$ cat config.mk
export PLATFORM = sky130hd
export DESIGN_NAME = serial_add_sub
export DESIGN_NICKNAME = d
export VERILOG_FILES = /design/src/rtl/serial_add_sub_pkg.sv /design/src/rtl/serial_add_sub_full_adder.sv /design/src/rtl/serial_add_sub.sv
export SDC_FILE = /design/constraint.sdc
export NUM_CORES = 1
export LEC_CHECK = 0
export BUFFER_PORTS_ARGS = -buffer_cell sky130_fd_sc_hd__buf_4
export CORE_UTILIZATION = 50
export DETAILED_ROUTE_END_ITERATION = 8
export GPL_TIMING_DRIVEN = 1
export PLACE_DENSITY_LB_ADDON = 0.2
export SKIP_LAST_GASP = 1
export SLEW_MARGIN = 5
export SYNTH_ARGS = -nofsm -noshare
export SYNTH_HDL_FRONTEND = slang
export SYNTH_SLANG_ARGS = --single-unit
$ cat constraint.sdc
create_clock -name clk -period 1.79 [get_ports clk]
set_clock_uncertainty 0.1 [all_clocks]
set_input_delay 0.0895 -clock clk [delete_from_list [all_inputs] [get_ports clk]]
set_output_delay 0.0895 -clock clk [all_outputs]
set_load 0.02 [all_outputs]
$ cat src/rtl/serial_add_sub_pkg.sv
// Shared encodings for multi-cycle arithmetic blocks: sequencer states and
// the add/subtract operation select.
package serial_add_sub_pkg;

   typedef enum logic [1:0] {
      ST_IDLE = 2'd0,
      ST_RUN  = 2'd1,
      ST_DONE = 2'd2
   } state_t;

   typedef enum logic {
      OP_ADD = 1'b0,
      OP_SUB = 1'b1
   } op_t;

endpackage

$ cat src/rtl/serial_add_sub_full_adder.sv
// One-bit full adder cell; chained DIGIT-wide to form the serial slice.
module full_adder (
   input  logic a,
   input  logic b,
   input  logic cin,
   output logic sum,
   output logic cout
);

   assign sum  = a ^ b ^ cin;
   assign cout = (a & b) | (a & cin) | (b & cin);

endmodule

$ cat src/rtl/serial_add_sub.sv
// Digit-serial adder/subtractor: DIGIT bits per clock through a ripple slice,
// carry registered between digits, start/done handshake to the controller.
module serial_add_sub
   import serial_add_sub_pkg::*;
#(
   parameter int WIDTH = 8,
   parameter int DIGIT = 1
) (
   input  logic             clk,
   input  logic             rst,
   input  logic             start,
   input  logic             sub,
   input  logic [WIDTH-1:0] a,
   input  logic [WIDTH-1:0] b,
   output logic             busy,
   output logic             done,
   output logic [WIDTH-1:0] result,
   output logic             carry_out,
   output logic             overflow
);

   localparam int N     = WIDTH / DIGIT;
   localparam int CNT_W = (N > 1) ? $clog2(N) : 1;

   if ((WIDTH < 2) || (DIGIT < 1) || ((WIDTH % DIGIT) != 0)) begin : g_bad_params
      $error("serial_add_sub: WIDTH must be >= 2 and divisible by DIGIT");
   end

   state_t             state;
   state_t             state_next;
   logic [WIDTH-1:0]   a_sh;
   logic [WIDTH-1:0]   b_sh;
   logic               carry;
   logic [CNT_W-1:0]   count;
   logic [DIGIT:0]     c;
   logic [DIGIT-1:0]   s;
   logic               last_digit;

   // Ripple slice over the low digit; c[0] is the carry held from the previous digit.
   assign c[0] = carry;
   for (genvar i = 0; i < DIGIT; i++) begin : g_slice
      full_adder u_fa (
         .a    (a_sh[i]),
         .b    (b_sh[i]),
         .cin  (c[i]),
         .sum  (s[i]),
         .cout (c[i+1])
      );
   end

   assign last_digit = (state == ST_RUN) && (count == CNT_W'(N - 1));

   always_comb begin
      state_next = state;
      unique case (state)
         ST_IDLE: if (start)      state_next = ST_RUN;
         ST_RUN:  if (last_digit) state_next = ST_DONE;
         ST_DONE:                 state_next = ST_IDLE;
         default:                 state_next = ST_IDLE;
      endcase
   end

   always_ff @(posedge clk) begin
      if (rst) begin
         state     <= ST_IDLE;
         busy      <= 1'b0;
         done      <= 1'b0;
         result    <= '0;
         carry_out <= 1'b0;
         overflow  <= 1'b0;
         a_sh      <= '0;
         b_sh      <= '0;
         carry     <= 1'b0;
         count     <= '0;
      end else begin
         state <= state_next;
         busy  <= (state_next == ST_RUN);
         done  <= (state_next == ST_DONE);
         if (state == ST_IDLE && start) begin
            // Subtraction is a + ~b + 1: the +1 enters as the initial carry.
            a_sh  <= a;
            b_sh  <= (sub == OP_SUB) ? ~b : b;
            carry <= sub;
            count <= '0;
         end else if (state == ST_RUN) begin
            result <= WIDTH'({s, result} >> DIGIT);
            a_sh   <= a_sh >> DIGIT;
            b_sh   <= b_sh >> DIGIT;
            carry  <= c[DIGIT];
            count  <= count + CNT_W'(1);
            if (last_digit) begin
               carry_out <= c[DIGIT];
               overflow  <= c[DIGIT-1] ^ c[DIGIT];
            end
         end
      end
   end

endmodule

**Word-level counts from Yosys, hierarchy flattened**

Cells that the tools add are included.

- Flip-flop bits (word level): 34
- Logic and storage cells: 42
- Bits of input ports: 20

- Eq/ne operators: 4
- Mux-type cells: 10
- Add/sub/neg operators: 1
- Bitwise gates (word level): 10
- Reduce and logical (&&, ||, !) cells: 7

Operator list:

| cell | count |
|---|---|
| 8-bit two-way mux | 5 |
| 8-bit inverter | 1 |
| 2-bit by 1-bit == test with 1-bit output, second input constant | 2 |
| 2-bit two-way mux | 2 |
| 2-bit case mux with 2 select lines | 1 |
| 3-bit by 1-bit adder with 3-bit output, second input constant | 1 |
| 1-bit bitwise AND | 3 |
| 3-bit == test, second input constant | 1 |
| 3-bit AND reduction | 1 |
| 1-bit XOR | 3 |
| 2-bit == test, second input constant | 1 |
| 1-bit logical AND | 2 |
| 2-bit zero test | 1 |
| 1-bit two-way mux | 2 |
| 1-bit OR | 2 |
| 2-bit AND reduction | 1 |
| 2-bit nonzero test | 1 |
| 2-bit OR reduction | 1 |
| 1-bit inverter | 1 |

**Logic depth before layout (Yosys ltp)**

- Depth in word-level cells: 5
- Depth in mapped cells: 5

**Cells and area by module**

A second synthesis with hierarchy kept.

- Cell total of the unflattened synthesis: 154
- Area, all modules: 1466.4 sq um

Modules (own cells, without submodules):

| module | instances | seq. area each (sq um) | cells an instance | area an instance (sq um) |
|---|---|---|---|---|
| serial_add_sub | 1 | 680.7 | 153 | 1446.4 |
| full_adder | 1 | 0.0 | 1 | 20.0 |

**Worst setup path after synthesis**

OpenSTA, ideal clock, no wires.

- Path type: register -> register
- From: reg carry
- To: reg overflow
- Data arrival time: 1.062 ns
- Slack: 0.496 ns
- Path buffers: 0
- Cell stages (with the launch flop): 5
- Setup time: 0.132 ns
- Clock period less this slack: 1.294 ns
- Cell sequence: dfxtp_1 -> fa_1 -> xor2_1 -> nand3_1 -> a21oi_1

- Longest elaborated chain between the ends: 4
- Elaborated cells between the ends (all ways): 5

Ends and longest elaborated chain:

| what | RTL line | source |
|---|---|---|
| start: declaration | serial_add_sub.sv:33 | `logic carry;` |
| start signal: assignment | serial_add_sub.sv:83 | `carry <= sub;` |
| start signal: assignment | serial_add_sub.sv:89 | `carry <= c[DIGIT];` |
| 1-bit bitwise AND | serial_add_sub_full_adder.sv:11 | `assign cout = (a & b) \| (a & cin) \| (b & cin);` |
| 1-bit OR | serial_add_sub_full_adder.sv:11 |  |
| 1-bit OR * | serial_add_sub_full_adder.sv:11 |  |
| net g_slice[0].u_fa.cout | serial_add_sub_full_adder.sv:7 | `output logic cout` |
| 1-bit XOR * | serial_add_sub.sv:93 | `overflow <= c[DIGIT-1] ^ c[DIGIT];` |
| end signal: assignment | serial_add_sub.sv:93 |  |
| end: declaration | serial_add_sub.sv:19 | `output logic overflow` |

The timed path passes the listed nets; every way through them passes the cells marked *.
A chain may end at the register's enable or synchronous reset.

**Final worst setup path**

- From: reg state[0]
- To: reg carry

- Longest elaborated chain between the ends: 3
- Elaborated cells between the ends (all ways): 5

Ends and longest elaborated chain:

| what | RTL line | source |
|---|---|---|
| start: declaration | serial_add_sub.sv:29 | `state_t state;` |
| start signal: assignment | serial_add_sub.sv:76 | `state <= state_next;` |
| 2-bit zero test | serial_add_sub.sv:79 | `if (state == ST_IDLE && start) begin` |
| 1-bit logical AND | serial_add_sub.sv:79 |  |
| 1-bit two-way mux / 2-bit nonzero test (equally long branches) | n/a |  |

Several ways; a longest one is shown, not always the timed one.

==> results.rst <==
.. list-table::
   :header-rows: 1

   * - Metric
     - Value
   * - Worst setup path category
     - flip-flop to flip-flop
   * - Worst ir drop on vdd
     - 0.772 mV
   * - Final HPWL DP
     - 1.86 mm
   * - Buffer type at the clock tree root
     - sky130_fd_sc_hd__clkbuf_4
   * - Sequence of cells on the critical path
     - nor3b_4 > buf_4 > mux2i_1 > a211oi_1
   * - Max H-tree Level
     - 2
   * - Congestion Overflow GR
     - 0
   * - Total global routing track utilization
     - 18.9%
   * - Fmax achieved
     - 696 MHz
   * - Minimum setup slack among reg-to-reg paths
     - 350 ps
   * - Worst Hold Path Cells
     - 3
   * - Period utilization
     - 80.2%
   * - Total count of hold-check failures in the final report
     - 0
   * - Most used flip-flop cell after synthesis
     - sky130_fd_sc_hd__dfxtp_1
   * - Ys Warns
     - 0
   * - Max capacitance violation total
     - 0
   * - Sink Count
     - 34
   * - Maximum buffer depth of the clock tree
     - 2
   * - RSZ-0062 raised after global routing
     - no
   * - CTS tree
     - done
   * - CTS clk-pin slew, worst paths
     - 100 ps
   * - Vias post-DR
     - 1174
   * - Max incr delay on CP
     - 380 ps
   * - Worst Tran Pin Value
     - 458 ps
   * - Arrival time worst endpoint
     - 1570 ps
   * - Largest area contributor in the netlist
     - sky130_fd_sc_hd__dfxtp_1
   * - Width of the chip
     - 56.2 µm
   * - Type of the tightest min-delay check
     - primary input to flip-flop
   * - Detailed Route WL
     - 2.67 mm
   * - Pin count of the biggest net entering global routing
     - 36
   * - Number of antenna violations at the first check in global routing
     - 0
   * - Power Density
     - 826 mW/mm²
   * - Yosys top cell area share
     - 46.3%
   * - Max stage delay cell, worst path
     - sky130_fd_sc_hd__dfxtp_1
   * - Yosys reg bits
     - 34
   * - CP endpoint kind
     - flip-flop
   * - Clock latency reported for the late side of the worst-skew pair
     - 320 ps
   * - Mapped Area
     - 0.00147 mm²
   * - Depth of the worst register-to-register path
     - 4
   * - Die area
     - 0.00316 mm²
   * - Final Worst Setup Slack
     - 354 ps
   * - Wire length of the first global-routing pass
     - 4.58 mm
   * - Final antenna diode count
     - 0
   * - Total I/O pin count
     - 32
   * - Total negative slack
     - 0 ps
   * - Synth cell count leaders
     - sky130_fd_sc_hd__dfxtp_1, sky130_fd_sc_hd__nand2_1, sky130_fd_sc_hd__mux2i_1
   * - Top cells by area in the synthesized netlist
     - sky130_fd_sc_hd__dfxtp_1, sky130_fd_sc_hd__mux2i_1, sky130_fd_sc_hd__xor2_1, sky130_fd_sc_hd__nand2_1, sky130_fd_sc_hd__a211oi_1
   * - Number of global-route vias before repair
     - 1128
   * - Synth unique cells
     - 26
   * - Count leader, synth
     - sky130_fd_sc_hd__dfxtp_1
   * - Largest fanout of any net on the critical path
     - 13
   * - Result of the run
     - completed
   * - Leak
     - 0.756 nW
   * - Asr flop ratio synth
     - 0%
   * - DIE HEIGHT
     - 56.2 µm
   * - DR iter-0 viols
     - 29
   * - Initial Utilization
     - 52.9%
   * - Routability-driven placement congestion ratio
     - 0.703
   * - Placeable core region
     - 0.00278 mm²
   * - Nets
     - 210
   * - Pre-CTS worst setup slack
     - 382 ps
   * - Detailed-routing iteration count for the pre-antenna-repair pass
     - 4
   * - Hold buffers post-CTS
     - 1
   * - Num CTS Buffers
     - 5
   * - Area growth from synthesis to layout
     - 21.4%
   * - Final min period
     - 1440 ps
   * - Layout cells sized above 1
     - 23.4%
   * - Standard-cell row count
     - 19
   * - EDFF count, synth
     - 0
   * - Synth Net Count
     - 177
   * - Max-slew violation total from the final report
     - 0
   * - Resized cells post-CTS
     - 0
   * - Avg Synthesized Cell Area
     - 9.55 µm²
   * - Post-CTS Setup Inserts
     - 0
   * - Final setup viols
     - 0
   * - Synthesized netlist cell count
     - 154
   * - Max_slew headroom
     - 69.5%
   * - Data required time at the worst endpoint
     - 1920 ps
   * - # port buffers
     - 31
   * - DRT antenna net count
     - 0
   * - Sequential fraction of the synthesis area
     - 46.3%
   * - Via density
     - 5.36
   * - Startpoint types
     - flip-flop
   * - Final routed wire length divided by cell count
     - 12.2 µm
   * - Post-route DRC
     - 0
-- worst max-delay path: cells and delay by family, from the launching register on --
family / cells / cell delay, ps
compound gates: 1 / 250
mux: 1 / 110
flops: 1 / 380
buf+inv: 1 / 280
simple gates: 1 / 220
-- per-layer routing --
layer | share of wire [%] | vias to the layer above | GRT usage [%]
li1 | - | 599 | -
met1 | 45 | 542 | 20.3
met2 | 49 | 28 | 33.7
met3 | 4.0 | 5 | 5.12
met4 | 1.3 | 0 | 9.41
met5 | 0 | - | 0
-- cell type report --
type | instances | area [µm²]
clock buffers | 7 | 55.1
clock inverters | 1 | 5.00
fillers | 256 | 996
inverters | 1 | 3.75
multi-input cells | 109 | 729
flip-flops and latches | 34 | 681
well taps | 31 | 38.8
repair buffers | 36 | 273
-- worst paths after layout --
| path | start | endpoint |
|---|---|---|
| max reg2reg | state[0] | carry |
| min reg2reg | carry_out | carry_out |
| max | state[0] | carry |
| min | a[5] | a_sh[5] |
-- sequential cells by signal, indices dropped and copies added (netlist names) --
register   cells
done           1
a_sh           8
carry          1
overflow       1
result         8
b_sh           8
state          2
count          3
carry_out      1
busy           1
-- per-stage QoR --
step	hold WS, ps	util [%]	instance area [µm²]	power [mW]	std cells
after floorplan	138	-	1470	0.994	154
after global placement	230	61.7	1720	1.06	210
after detailed placement	240	61.7	1720	1.06	210
after CTS	4.47	64.2	1790	1.50	219
after global routing	17.9	64.2	1790	1.56	219
final	14.9	64.2	1790	1.47	219
-- cells by family (layout without fill, tap and decap cells) --
| group | count (synthesis) | count (layout) | share of synthesized area [%] |
|---|---|---|---|
| flops | 34 | 34 | 46.3 |
| fa+ha+maj | 3 | 3 | 3.06 |
| xor+xnor | 10 | 10 | 5.96 |
| buf+inv | 11 | 45 | 4.08 |
| mux | 17 | 17 | 11.6 |
| simple gates | 49 | 49 | 16.0 |
| compound gates | 30 | 30 | 13.0 |
-- power breakdown --
part	switching [mW]	leakage [nW]	internal, mW	total [mW]
Combinational	0.115	0.443	0.113	0.228
Clock	0.235	0.0353	0.190	0.426
Sequential	0.0247	0.278	0.796	0.821
Total	0.375	0.756	1.10	1.47
-- placed cells by master (no fill, tap or decap) --
cell type / instances
sky130_fd_sc_hd__fa_1: 1
sky130_fd_sc_hd__nand2b_1: 9
sky130_fd_sc_hd__a21oi_1: 11
sky130_fd_sc_hd__nor2_1: 14
sky130_fd_sc_hd__mux2i_1: 17
sky130_fd_sc_hd__inv_1: 1
sky130_fd_sc_hd__and2b_1: 1
sky130_fd_sc_hd__nand3b_1: 1
sky130_fd_sc_hd__nand3_1: 2
sky130_fd_sc_hd__xor2_1: 9
sky130_fd_sc_hd__a22oi_1: 2
sky130_fd_sc_hd__o21ba_2: 1
sky130_fd_sc_hd__xnor2_1: 1
sky130_fd_sc_hd__clkbuf_8: 1
sky130_fd_sc_hd__a211oi_1: 8
sky130_fd_sc_hd__dlygate4sd3_1: 1
sky130_fd_sc_hd__o21bai_1: 1
sky130_fd_sc_hd__dfxtp_1: 34
sky130_fd_sc_hd__clkbuf_1: 1
sky130_fd_sc_hd__ha_1: 2
sky130_fd_sc_hd__o22ai_1: 7
sky130_fd_sc_hd__buf_4: 35
sky130_fd_sc_hd__clkinv_2: 1
sky130_fd_sc_hd__clkbuf_4: 5
sky130_fd_sc_hd__nor3b_4: 1
sky130_fd_sc_hd__nor3_1: 3
sky130_fd_sc_hd__nand2_1: 18
Note: power is estimated with default switching activity, not from simulation.
